### src/rtl/gost_subst_rot_stage.sv
// gost_subst_rot_stage: GOST 28147-89 round tail (S-box, rotate, xor, swap)
// as a two-stage valid/ready pipeline with a runtime-writable S-box table.
module gost_subst_rot_stage #(
   parameter int unsigned ROT = 11
) (
   input  logic        iclk,
   input  logic        irst,
   input  logic        ivalid,
   output logic        oready,
   input  logic [31:0] isum,
   input  logic [31:0] in1,
   input  logic [31:0] in2,
   output logic        ovalid,
   input  logic        iready,
   output logic [31:0] on1,
   output logic [31:0] on2,
   input  logic        itbl_we,
   input  logic [6:0]  itbl_addr,
   input  logic [3:0]  itbl_data
);

   localparam int unsigned RSH = (32 - ROT) % 32;

   logic [3:0]  tbl_q [8][16];
   logic        s1_valid_q;
   logic [31:0] sub_q;
   logic [31:0] n1_q;
   logic [31:0] n2_q;
   logic        ovalid_q;
   logic [31:0] on1_q;
   logic [31:0] on2_q;

   logic [31:0] sub_d;
   logic [31:0] rol_w;
   logic        adv2;
   logic        take;
   logic        mv;

   assign adv2   = !ovalid_q || iready;
   assign oready = !s1_valid_q || adv2;
   assign take   = ivalid && oready;
   assign mv     = s1_valid_q && adv2;

   assign ovalid = ovalid_q;
   assign on1    = on1_q;
   assign on2    = on2_q;

   // Lookup reads the table before any same-edge write lands.
   always_comb begin
      sub_d = '0;
      for (int b = 0; b < 8; b++) begin
         sub_d[4*b +: 4] = tbl_q[b][isum[4*b +: 4]];
      end
   end

   // RSH folds to 0 when ROT is 0, so both terms collapse to sub_q.
   assign rol_w = (sub_q << ROT) | (sub_q >> RSH);

   always_ff @(posedge iclk) begin
      if (irst) begin
         for (int b = 0; b < 8; b++) begin
            for (int e = 0; e < 16; e++) begin
               tbl_q[b][e] <= 4'(e);
            end
         end
      end else if (itbl_we) begin
         tbl_q[itbl_addr[6:4]][itbl_addr[3:0]] <= itbl_data;
      end
   end

   always_ff @(posedge iclk) begin
      if (irst) begin
         s1_valid_q <= 1'b0;
         sub_q      <= '0;
         n1_q       <= '0;
         n2_q       <= '0;
      end else if (take) begin
         s1_valid_q <= 1'b1;
         sub_q      <= sub_d;
         n1_q       <= in1;
         n2_q       <= in2;
      end else if (mv) begin
         s1_valid_q <= 1'b0;
      end
   end

   always_ff @(posedge iclk) begin
      if (irst) begin
         ovalid_q <= 1'b0;
         on1_q    <= '0;
         on2_q    <= '0;
      end else if (mv) begin
         ovalid_q <= 1'b1;
         on1_q    <= rol_w ^ n2_q;
         on2_q    <= n1_q;
      end else if (iready) begin
         ovalid_q <= 1'b0;
      end
   end

endmodule

### config.mk
export PLATFORM = sky130hd
export DESIGN_NAME = gost_subst_rot_stage
export DESIGN_NICKNAME = d
export VERILOG_FILES = /design/src/rtl/gost_subst_rot_stage.sv
export SDC_FILE = /design/constraint.sdc
export NUM_CORES = 1
export LEC_CHECK = 0
export BUFFER_PORTS_ARGS = -buffer_cell sky130_fd_sc_hd__buf_2
export CAP_MARGIN = 5
export CELL_PAD_IN_SITES_DETAIL_PLACEMENT = 0
export CELL_PAD_IN_SITES_GLOBAL_PLACEMENT = 1
export CORE_ASPECT_RATIO = 0.75
export CORE_UTILIZATION = 35
export CTS_CLUSTER_SIZE = 16
export DETAILED_ROUTE_END_ITERATION = 7
export PLACE_DENSITY = 0.67
export SYNTH_ARGS = -nofsm -noshare
export SYNTH_HDL_FRONTEND = slang
export SYNTH_SLANG_ARGS = --single-unit
export TNS_END_PERCENT = 30
### constraint.sdc
create_clock -name iclk -period 4.8 [get_ports iclk]
set_input_delay 0.48 -clock iclk [delete_from_list [all_inputs] [get_ports iclk]]
set_output_delay 0.48 -clock iclk [all_outputs]
set_load 0.02 [all_outputs]
# Word level (Yosys, flattened, before mapping)

Memories as Yosys holds them, arrays and structs flattened.
Index checks and enable logic that the tools add are counted.
W data, S select, Z words.

Bitwise logic cells: 11
Reduce and logical (&&, ||, !) cells: 10
$lt $le $gt $ge: 10
Mux-type cells: 38

Operators with widths:

| kind                 | number |
|---|---|
| $mux W64             | 3 |
| $bmux W4 S4          | 8 |
| $mux W4              | 17 |
| $reduce_or A64 Y1    | 1 |
| $ge A5 B5 Y1 const B | 9 |
| $not A4 Y5           | 9 |
| $or A32 B11 Y32      | 1 |
| $xor A32 B32 Y32     | 1 |
| $demux W4 S4         | 1 |
| $mux W1              | 8 |
| $lt A5 B1 Y1 const B | 1 |
| $reduce_bool A2 Y1   | 2 |
| $logic_and A1 B1 Y1  | 3 |
| $mux W3              | 1 |
| $logic_not A1 Y1     | 2 |
| $logic_or A1 B1 Y1   | 2 |

Bits in writable memories: 512
Output and inout port bits: 66
Flip-flop bits (word level): 162
Input port bits: 112
Memories kept: 1
Word-level logic and storage cells: 77

Memories:

| name  | words | width | read ports | clocked after Yosys merged registers in | write ports | line | RTL |
|---|---|---|---|---|---|---|---|
| tbl_q | 8     | 64    | 8          | 0                                       | 8           | 24   | `logic [3:0] tbl_q [8][16];` |

# Logic depth before layout (Yosys ltp)

Gate-level depths: netlist of the first run.

Depth in word-level cells: 8
Mapped depth: 6
Mapped depth without buffers: 4

# Worst setup path after synthesis of the first run

OpenSTA, ideal clock, no wires.

Path kind: input port to flip-flop
From: input itbl_addr[5]
To: memory tbl_q[3][24] (netlist bit), enable pin
Required time: 4.494 ns
Cell stages on the path: 6
Path buffers: 3
Path slack: 2.858 ns
Arrival: 1.637 ns
Setup time: 0.306 ns
Cell sequence: clkbuf_1 > nand2_1 > nor2_1 > clkbuf_1 > clkbuf_1 > a21o_1

RTL lines:

| item            | line | RTL |
|---|---|---|
| start, declared | 18   | `input logic [6:0] itbl_addr,` |
| end, declared   | 24   |  |

# Worst setup path after layout of the first run

From: register ovalid_q (netlist: ovalid)
To: output oready

Word-level cells in the longest chain between the ends: 3

RTL lines:

| item                   | line | RTL |
|---|---|---|
| start, declared        | 29   | `logic ovalid_q;` |
| start signal, assigned | 89   | `ovalid_q <= 1'b0;` |
| start signal, assigned | 93   | `ovalid_q <= 1'b1;` |
| start signal, assigned | 97   | `ovalid_q <= 1'b0;` |
| $logic_not A1 Y1       | 39   | `assign adv2 = !ovalid_q \|\| iready;` |
| $logic_or A1 B1 Y1     | 39   |  |
| $logic_or A1 B1 Y1     | 40   | `assign oready = !s1_valid_q \|\| adv2;` |
| end, declared          | 9    | `output logic oready,` |

Every way passes these cells.

==> flow_summary.yaml, run 1 <==
yosys:
  synth.yosys.warnings: 0
  postSynth.asyncResetShare_pct: 0
  synth.yosys.seq_area_share_pct: 60.4
  post_synth_inst_count: 2375
  netlist-cell-type-count: 38
  postSynthAreaPerCell_sq_um: 13.0
  synth.net_count: 2487
  synth_area_sq_mm: 0.0308
  yosys_register_bits: 674
  most_used_dff_post_synth: "sky130_fd_sc_hd__edfxtp_1"
  number_of_flops_mapped_to_enable_cells_by_yosys: 512
clock_tree:
  worst_skew_pair.late_latency_ns: 0.61
  cts-resized-gates: 0
  cts-htree-levels: 3
  clock_root_buffer: "sky130_fd_sc_hd__clkbuf_16"
  count_of_clock_tree_sinks: 674
  cts_inserted_buffers: 68
  cts_hold_buffers: 0
  post_cts_buffers: 0
  tritoncts: "done"
  cts.reportedPaths.clkPinSlew_ns: 0.07
  max-clock-path-buffers: 3
timing:
  setup_viol: 0
  post-route-min-period_ns: 2.86
  final_hold_viol_count: 0
  report.final.slew_viol_count: 0
  setup_slack_ns: 1.94
  slew_headroom_pct: 16.2
  fin_skew_ns: 0.0294
  fmaxAchievable_mhz: 349
  rsz_0062_raised_after_global_routing: "no"
  post-route-period-util_pct: 59.7
  worst_max_slew_pin_slew_ns: 1.26
  final.setup.tns_ns: 0
power:
  power.share.clock_pct: 41.4
  p_switching_uw: 3100
  pwr-share-comb_pct: 8.1
  power.internal_uw: 10200
  p_leak_uw: 0.0129
  powerDensity_mw_per_mm2: 384
  seqPwrFrac_pct: 50.5
  vdd.ir_drop.worst_v: 0.000214
  sw_frac_of_total_pct: 23.3
  report.power.total_uw: 13300
floorplanning:
  design.core.area_sq_mm: 0.0866
  dieArea_sq_mm: 0.0893
  design.portCount: 178
  initial_util_pct: 35.6
  die-height_microns: 259
  die_boundary_width_microns: 345
  placement_rows: 93
critical_path:
  rrSetupSlack_ns: 2.17
  crit-reg2reg-capture: "sub_q[18]"
  timing.critical_path.arrival_ns: 2.38
  cp.required_ns: 4.32
  reg2reg_depth: 5
  timing_worst_setup_path_type: "reg -> out"
  timing.critical_path.from_type: "flop"
  rr_startpoint: "ovalid"
  crit_fanout: 48
  worst_setup_path_end_kind: "primary output"
final_layout:
  final_cells: 3556
  syn2layout_area_growth_pct: 12.4
  post_route_cells_drive_above_1_share_pct: 19.4
  finish.net_count: 2474
  most-common-layout-cells: "sky130_fd_sc_hd__edfxtp_1 (512), sky130_fd_sc_hd__and3_1 (257), sky130_fd_sc_hd__or3_1 (257)"
  layout.cells.most_common: "sky130_fd_sc_hd__edfxtp_1"
global_route:
  grt_pass1_vias: 20200
  grt_max_degree: 126
  grt_pass1_wl_microns: 136000
  grt_antenna_before_repair: 10
  grt.overflow.total: 0
  grt_use_total_pct: 20.5
route:
  drt_pass1_iterations: 7
  initialDrtViolationCount: 2349
  remaining_drc_errors: 0
  route.detailed.wl_per_inst_microns: 26.0
  post_drt_via_cell_ratio: 5.80
  routed-via-count: 20600
  drtAntennaViolNets: 0
  final_wirelength_microns: 92600
run_status:
  run_status: "finished clean"
placement:
  place_inst: 3432
  dp.final_hpwl_microns: 56600
  io_buffers: 177
  global_placement_routability_congestion: 0.820
  post-place-ws_ns: 1.67
worst_hold_path:
  hold_path_class: "in -> reg"
  min-delay-start: "in1[11]"
  min_to: "n1_q[11]"
  hold_depth: 3
flow_run:
  cap_violations: 0
==> layout make-up <==
type                            instances  area (sq um)
Antenna cell                            3          7.51
Clock buffer                           89          1910
Clock inverter                         32           354
Fill cell                            7960         51900
Inverter                                3          11.3
Multi-Input combinational cell       1396         11100
Sequential cell                       674         18600
Tap cell                             1140          1430
Timing Repair Buffer                  219          1270
==> power by group through the flow <==
stage               Sequential [uW]  Clock, uW  Combinational (uW)
floorplan                      6780          0                 705
global placement               6830          0                1060
CTS                            6720       5590                1080
finish                         6720       5510                1080
global route                   6740       5800                1150
detailed placement             6840          0                1080
==> metrics by stage <==
step / instance area [sq um] / hold slack (ns) / utilization [%]
2_1_floorplan: 30800 / 0.440 / -
3_3_place_gp: 32400 / 0.460 / 37.4
3_5_place_dp: 32400 / 0.465 / 37.4
4_1_cts: 34600 / 0.0775 / 40.0
5_1_grt: 34600 / 0.0902 / 40.0
6_report: 34600 / 0.117 / 40.0
==> registers in the layout, summed over array words and instances (netlist names) <==
signal	flops
n1_q	32
on1	32
sub_q	32
s1_valid_q	1
on2	32
tbl_q	512
ovalid	1
n2_q	32
==> metal layers <==
layer / track usage [%] / vias to the layer above / wire, microns
met2: 33.1 / 832 / 44300
met3: 3.98 / 147 / 6680
li1: - / 9124 / -
met4: 6.12 / 0 / 2790
met5: 0 / - / 0
met1: 27.8 / 10500 / 38800
==> worst max path at each step <==
stage	start	to	slack, ns	depth (start not counted)
4_1_cts	ovalid	oready	1.89	3
5_1_grt	ovalid	oready	1.81	3
2_1_floorplan	itbl_addr[5]	tbl_q[3][24]	2.86	6
6_report	ovalid	oready	1.94	3
3_3_place_gp	irst	tbl_q[2][34]	1.76	4
3_5_place_dp	irst	tbl_q[7][33]	1.67	4
==> cells in the mapped netlist (32+ instances only) <==
cell | n | area (sq um)
sky130_fd_sc_hd__a211oi_1 | 32 | 240
sky130_fd_sc_hd__a21o_1 | 120 | 901
sky130_fd_sc_hd__a21oi_1 | 130 | 651
sky130_fd_sc_hd__and3_1 | 257 | 1610
sky130_fd_sc_hd__buf_2 | 52 | 260
sky130_fd_sc_hd__clkbuf_1 | 232 | 871
sky130_fd_sc_hd__dfxtp_1 | 162 | 3240
sky130_fd_sc_hd__edfxtp_1 | 512 | 15400
sky130_fd_sc_hd__mux2i_1 | 64 | 641
sky130_fd_sc_hd__mux4_2 | 128 | 2880
sky130_fd_sc_hd__nand3_1 | 101 | 505
sky130_fd_sc_hd__nor2b_1 | 35 | 219
sky130_fd_sc_hd__o21ai_0 | 128 | 641
sky130_fd_sc_hd__o221ai_1 | 32 | 280
sky130_fd_sc_hd__or3_1 | 257 | 1610
sky130_fd_sc_hd__xnor2_1 | 32 | 280
==> critical path, stage by stage (launching register included) <==
cell,delay (ns)
sky130_fd_sc_hd__dfxtp_1,0.38
sky130_fd_sc_hd__and3b_4,0.61
sky130_fd_sc_hd__inv_2,0.46
sky130_fd_sc_hd__buf_2,0.29
==> kinds of logic after synthesis <==
family	share of synthesized area (%)
xor+xnor	0.909
compound gates	9.00
flops	60.4
mux	11.4
simple gates	14.3
buf+inv	3.93
(Power assumes the default switching activity.)
==> run 2, diff against run 1 <==
--- a/config.mk
+++ b/config.mk
@@ -13,7 +13,7 @@
 export CORE_UTILIZATION = 35
 export CTS_CLUSTER_SIZE = 16
 export DETAILED_ROUTE_END_ITERATION = 7
-export PLACE_DENSITY = 0.67
+export PLACE_DENSITY = 0.69
 export SYNTH_ARGS = -nofsm -noshare
 export SYNTH_HDL_FRONTEND = slang
 export SYNTH_SLANG_ARGS = --single-unit
==> constraint.sdc (replaced) <==
create_clock -name iclk -period 2.5 [get_ports iclk]
set_input_delay 0.25 -clock iclk [delete_from_list [all_inputs] [get_ports iclk]]
set_output_delay 0.25 -clock iclk [all_outputs]
set_load 0.02 [all_outputs]
==> run 2 against run 1 <==
First-iteration DRC count decreased by 9.2%; sequential share of layout area decreased by 1.8 points; count of clock-buffer cells in the layout increased by 8; final area increased by 3.4%; non-clock buffer count increased by 108; register-to-register slack got worse by 1.4 ns; routed wire length decreased by 0.64%; die area unchanged; combinational power increased by 100%; power increased by 93%; clock power increased by 92%; clock skew decreased by 0.0090 ns; critical path type unchanged; critical endpoint unchanged.
==> flow_summary.yaml, run 2 (synthesis results as in run 1) <==
final_layout:
  post_route_cells_drive_above_1_share_pct: 20.5
  seqCellArea_sq_mm: 0.0186
  multi_input_area_sq_mm: 0.0111
  largest_reg_flops: 512
  fillerInstances: 7945
  finalCoreUtilization_pct: 41.4
  layout.cells.most_common: "sky130_fd_sc_hd__edfxtp_1"
  most-common-layout-cells: "sky130_fd_sc_hd__edfxtp_1 (512), sky130_fd_sc_hd__and3_1 (257), sky130_fd_sc_hd__or3_1 (257)"
  finish.net_count: 2584
  syn2layout_area_growth_pct: 16.3
  largest_register: "tbl_q"
critical_path:
  rr_startpoint: "ovalid"
  rrSetupSlack_ns: 0.73
  cp-startpoint: "ovalid"
  timing.critical_path.from_type: "flop"
  cp.required_ns: 2.25
  timing_worst_setup_path_type: "reg -> out"
  crit_fanout: 20
  cp-endpoint: "oready"
  timing.critical_path.arrival_ns: 2.05
  crit-reg2reg-capture: "sub_q[19]"
  worst_setup_path_end_kind: "primary output"
  reg2reg_depth: 4
global_route:
  grt_antenna_before_repair: 10
  grt_use_total_pct: 20.4
  grt_pass1_vias: 20900
  met2_usage_pct: 34.0
  grt_most_used_layer: "met2"
  gr-usage-met3_pct: 3.82
  grt_met1_use_pct: 27.0
  grt_max_degree: 82
  grt.overflow.total: 0
  grt_pass1_wl_microns: 136000
power:
  power.share.clock_pct: 41.2
  vdd.ir_drop.worst_v: 0.000444
  power.internal_uw: 19700
  p_leak_uw: 0.0135
  p_switching_uw: 5970
  pwr-share-comb_pct: 8.5
  powerDensity_mw_per_mm2: 715
  report.power.total_uw: 25600
  sw_frac_of_total_pct: 23.3
  seqPwrFrac_pct: 50.3
floorplanning:
  die-height_microns: 259
  die_boundary_width_microns: 345
  initial_util_pct: 35.6
  dieArea_sq_mm: 0.0893
  placement_rows: 93
  design.core.area_sq_mm: 0.0866
  design.portCount: 178
placement:
  dp.final_hpwl_microns: 57100
  global_placement_routability_congestion: 0.857
  io_buffers: 177
timing:
  setup_viol: 0
  final.setup.tns_ns: 0
  fmaxAchievable_mhz: 435
  final_hold_viol_count: 0
  report.final.slew_viol_count: 0
  post-route-period-util_pct: 91.9
  rsz_0062_raised_after_global_routing: "no"
  worst_max_slew_pin_slew_ns: 0.867
  fin_skew_ns: 0.0205
  slew_headroom_pct: 42.2
  post-route-min-period_ns: 2.30
clock_tree:
  post_cts_buffers: 0
  cts_inserted_buffers: 70
  max-clock-path-buffers: 3
  cts-htree-levels: 3
  tritoncts: "done"
  count_of_clock_tree_sinks: 674
  worst_skew_pair.late_latency_ns: 0.62
  cts.reportedPaths.clkPinSlew_ns: 0.06
  clock_root_buffer: "sky130_fd_sc_hd__clkbuf_16"
worst_hold_path:
  hold_depth: 3
  hold_path_class: "in -> reg"
route:
  remaining_drc_errors: 0
  drtAntennaViolNets: 0
  final_wirelength_microns: 92000
  route.detailed.wl_per_inst_microns: 25.0
  routed-via-count: 21100
  drt_pass1_iterations: 5
  post_drt_via_cell_ratio: 5.75
  initialDrtViolationCount: 2134
flow_run:
  cap_violations: 0
run_status:
  run_status: "finished clean"
==> run 2: cell count changes in the layout (fill, tap and decap cells not counted), sizes merged <==
cell	delta
clkinvlp	-1
dlygate4sd3	+64
bufinv	-2
clkinv	+1
buf	+44
clkbuf	+8
diode	+2
==> run 2: power by group through the flow <==
stage          Clock (uW)  Combinational [uW]  Sequential [uW]
4_1_cts             10700                2190            12900
2_1_floorplan           0                1350            13000
5_1_grt             11100                2340            12900
3_3_place_gp            0                2060            13100
6_report            10600                2180            12900
3_5_place_dp            0                2100            13100
==> run 2: final cells by class <==
| cell class | count | area share, % |
|---|---|---|
| Sequential cell | 674 | 52.0 |
| Multi-Input combinational cell | 1396 | 30.8 |
| Timing Repair Buffer | 327 | 6.75 |
| Clock buffer | 97 | 5.52 |
| Tap cell | 1140 | 3.98 |
| Clock inverter | 30 | 0.866 |
| Inverter | 3 | 0.0384 |
| Antenna cell | 5 | 0.0349 |
==> run 2: what timing repair did <==
action,in CTS,in global routing
hold endpoints to repair,64,0
hold buffers,64,0
gates resized for setup,1,0
setup endpoints to repair,1,0
==> run 2: layer usage <==
| layer | wire (microns) | part of all wire [%] |
|---|---|---|
| met4 | 2530 | 2.7 |
| met2 | 45500 | 49 |
| met1 | 37200 | 40 |
| met5 | 0 | 0 |
| met3 | 6760 | 7.3 |
==> run 2: how the worst min path moves through the flow <==
| stage | start | endpoint | slack [ns] |
|---|---|---|---|
| finish | isum[6] | sub_q[5] | 0.06 |
| global route | isum[6] | sub_q[5] | 0.05 |
| CTS | isum[6] | sub_q[5] | 0.02 |
| detailed placement | on2[16] | on2[16] | 0.46 |
| global placement | on2[1] | on2[1] | 0.46 |
| floorplan | in1[0] | n1_q[0] | 0.40 |
==> run 2: critical path, cell delays in order, from the launching register on <==
cell and delay [ns]:
sky130_fd_sc_hd__dfxtp_1 0.40, sky130_fd_sc_hd__and3b_4 0.40, sky130_fd_sc_hd__inv_4 0.20, sky130_fd_sc_hd__buf_4 0.26, sky130_fd_sc_hd__buf_2 0.18
==> run 2: stage by stage <==
step                hold slack (ns)  cells  setup WS, ns  area, sq um
detailed placement            0.464   3476         0.414        32900
CTS                          0.0159   3667         0.164        35800
global route                 0.0475   3670        0.0929        35800
finish                       0.0620   3672         0.204        35800
floorplan                     0.398   2375         0.788        30800
global placement              0.459   3476         0.464        32900
==> run 3, diff against run 2 <==
--- a/config.mk
+++ b/config.mk
@@ -13,7 +13,7 @@
 export CORE_UTILIZATION = 35
 export CTS_CLUSTER_SIZE = 16
 export DETAILED_ROUTE_END_ITERATION = 7
-export PLACE_DENSITY = 0.69
+export PLACE_DENSITY = 0.67
 export SYNTH_ARGS = -nofsm -noshare
 export SYNTH_HDL_FRONTEND = slang
 export SYNTH_SLANG_ARGS = --single-unit
==> constraint.sdc (replaced) <==
create_clock -name iclk -period 2.4 [get_ports iclk]
set_input_delay 0.24 -clock iclk [delete_from_list [all_inputs] [get_ports iclk]]
set_output_delay 0.24 -clock iclk [all_outputs]
set_load 0.02 [all_outputs]
==> run 3 against run 2 <==
The flow now finishes with violations (antenna violations); sequential power rose by 4%; count of clock-buffer cells in the layout rose by 7; combinational power rose by 4%; first-iteration DRC count rose by 1.4%; non-clock buffer count rose by 5; final cell count rose by 0.38%; flip-flop and latch count did not move; sequential share of layout area barely moved; largest power group unchanged; final area barely moved.
==> flow_summary.yaml, run 3 (synthesis results as in run 1) <==
floorplanning:
  design.core.area_sq_mm: 0.0866
  design.portCount: 178
  initial_util_pct: 35.6
  die-height_microns: 259
  placement_rows: 93
  dieArea_sq_mm: 0.0893
  die_boundary_width_microns: 345
timing:
  rsz_0062_raised_after_global_routing: "no"
  fin_skew_ns: 0.0138
  setup_viol: 0
  fmaxAchievable_mhz: 441
  post-route-period-util_pct: 94.4
  post-route-min-period_ns: 2.27
  worst_max_slew_pin_slew_ns: 0.791
  slew_headroom_pct: 47.2
  report.final.slew_viol_count: 0
  final_hold_viol_count: 0
  final.setup.tns_ns: 0
global_route:
  grt_antenna_before_repair: 9
  grt.overflow.total: 0
  grt_max_degree: 129
  grt_pass1_wl_microns: 137000
  grt_pass1_vias: 20800
  grt_use_total_pct: 20.6
critical_path:
  worst_setup_path_end_kind: "primary output"
  timing.critical_path.arrival_ns: 2.03
  timing_worst_setup_path_type: "reg -> out"
  cp.required_ns: 2.16
  crit_fanout: 68
  timing.critical_path.from_type: "flop"
clock_tree:
  cts-htree-levels: 3
  cts.reportedPaths.clkPinSlew_ns: 0.06
  worst_skew_pair.late_latency_ns: 0.61
  tritoncts: "done"
  max-clock-path-buffers: 3
  count_of_clock_tree_sinks: 674
  cts_inserted_buffers: 72
  post_cts_buffers: 0
  clock_root_buffer: "sky130_fd_sc_hd__clkbuf_16"
power:
  powerDensity_mw_per_mm2: 741
  pwr-share-comb_pct: 8.6
  vdd.ir_drop.worst_v: 0.000494
  seqPwrFrac_pct: 50.6
  p_switching_uw: 6220
  power.internal_uw: 20300
  sw_frac_of_total_pct: 23.4
  power.share.clock_pct: 40.8
  p_leak_uw: 0.0135
  report.power.total_uw: 26600
final_layout:
  layout.cells.most_common: "sky130_fd_sc_hd__edfxtp_1"
  final_cells: 3686
  largest_reg_flops: 512
  post_route_cells_drive_above_1_share_pct: 20.5
  most-common-layout-cells: "sky130_fd_sc_hd__edfxtp_1 (512), sky130_fd_sc_hd__and3_1 (257), sky130_fd_sc_hd__or3_1 (257)"
  finish.net_count: 2591
  largest_register: "tbl_q"
  syn2layout_area_growth_pct: 16.4
route:
  drtAntennaViolNets: 1
  route.detailed.wl_per_inst_microns: 25.1
  remaining_drc_errors: 0
  routed-via-count: 21000
  post_drt_via_cell_ratio: 5.71
  drt_pass1_iterations: 5
  final_wirelength_microns: 92400
  initialDrtViolationCount: 2164
worst_hold_path:
  hold_path_class: "in -> reg"
placement:
  place_inst: 3481
  global_placement_routability_congestion: 0.840
  io_buffers: 177
  dp.final_hpwl_microns: 58300
flow_run:
  cap_violations: 0
run_status:
  violated_checks: "antenna violations"
  run_status: "complete, but fails checks"
==> run 3: routing by layer <==
metal / part of all wire (%) / up-vias / wire length, microns / GRT usage (%)
met2: 49 / 854 / 44900 / 33.8
met5: 0.029 / - / 27 / 0
met1: 41 / 10600 / 37700 / 27.1
li1: - / 9372 / - / -
met4: 3.2 / 4 / 2930 / 6.98
met3: 7.4 / 169 / 6870 / 4.01
==> run 3: worst paths after layout <==
check                start        end  slack (ns)  cells past startpoint
hold / removal    isum[30]  sub_q[31]        0.06                      3
setup reg to reg    ovalid   sub_q[2]        0.58                      5
hold reg to reg   n1_q[31]    on2[31]        0.47                      2
setup / recovery    ovalid     oready        0.13                      4
==> run 3: critical path, stage by stage, from the launching register on <==
cell and delay, ns:
sky130_fd_sc_hd__dfxtp_1 0.38, sky130_fd_sc_hd__and3b_4 0.47, sky130_fd_sc_hd__inv_2 0.10, sky130_fd_sc_hd__buf_12 0.23, sky130_fd_sc_hd__buf_2 0.20
==> run 3: layout make-up <==
class                   instances  area (sq um)
diodes                         10          25.0
multi-input cells            1396         11100
fillers                      7990         50700
well taps                    1140          1430
flip-flops and latches        674         18600
inverters                       3          11.3
clock inverters                27           179
clock buffers                 104          2090
repair buffers                332          2450
==> run 3: stage by stage <==
| step | utilization [%] | hold slack (ns) | area [sq um] | setup WS, ns |
|---|---|---|---|---|
| 2_1_floorplan | - | 0.388 | 30800 | 0.698 |
| 3_5_place_dp | 38.0 | 0.460 | 32900 | 0.235 |
| 5_1_grt | 41.4 | 0.0705 | 35800 | 0.0559 |
| 4_1_cts | 41.4 | 0.0119 | 35800 | 0.103 |
| 6_report | 41.4 | 0.0590 | 35900 | 0.133 |
| 3_3_place_gp | 38.0 | 0.460 | 32900 | 0.274 |
==> run 3: power groups by stage <==
stage	sequential, uW	clock, uW	combinational [uW]
finish	13400	10800	2270
floorplan	13600	0	1410
CTS	13400	11000	2280
global placement	13700	0	2160
global route	13500	11400	2440
detailed placement	13700	0	2190
==> run 3: repair_timing <==
| item | CTS | global route |
|---|---|---|
| hold endpoints to repair | 64 | 0 |
| resized for setup | 0 | 0 |
| hold buffers | 64 | 0 |
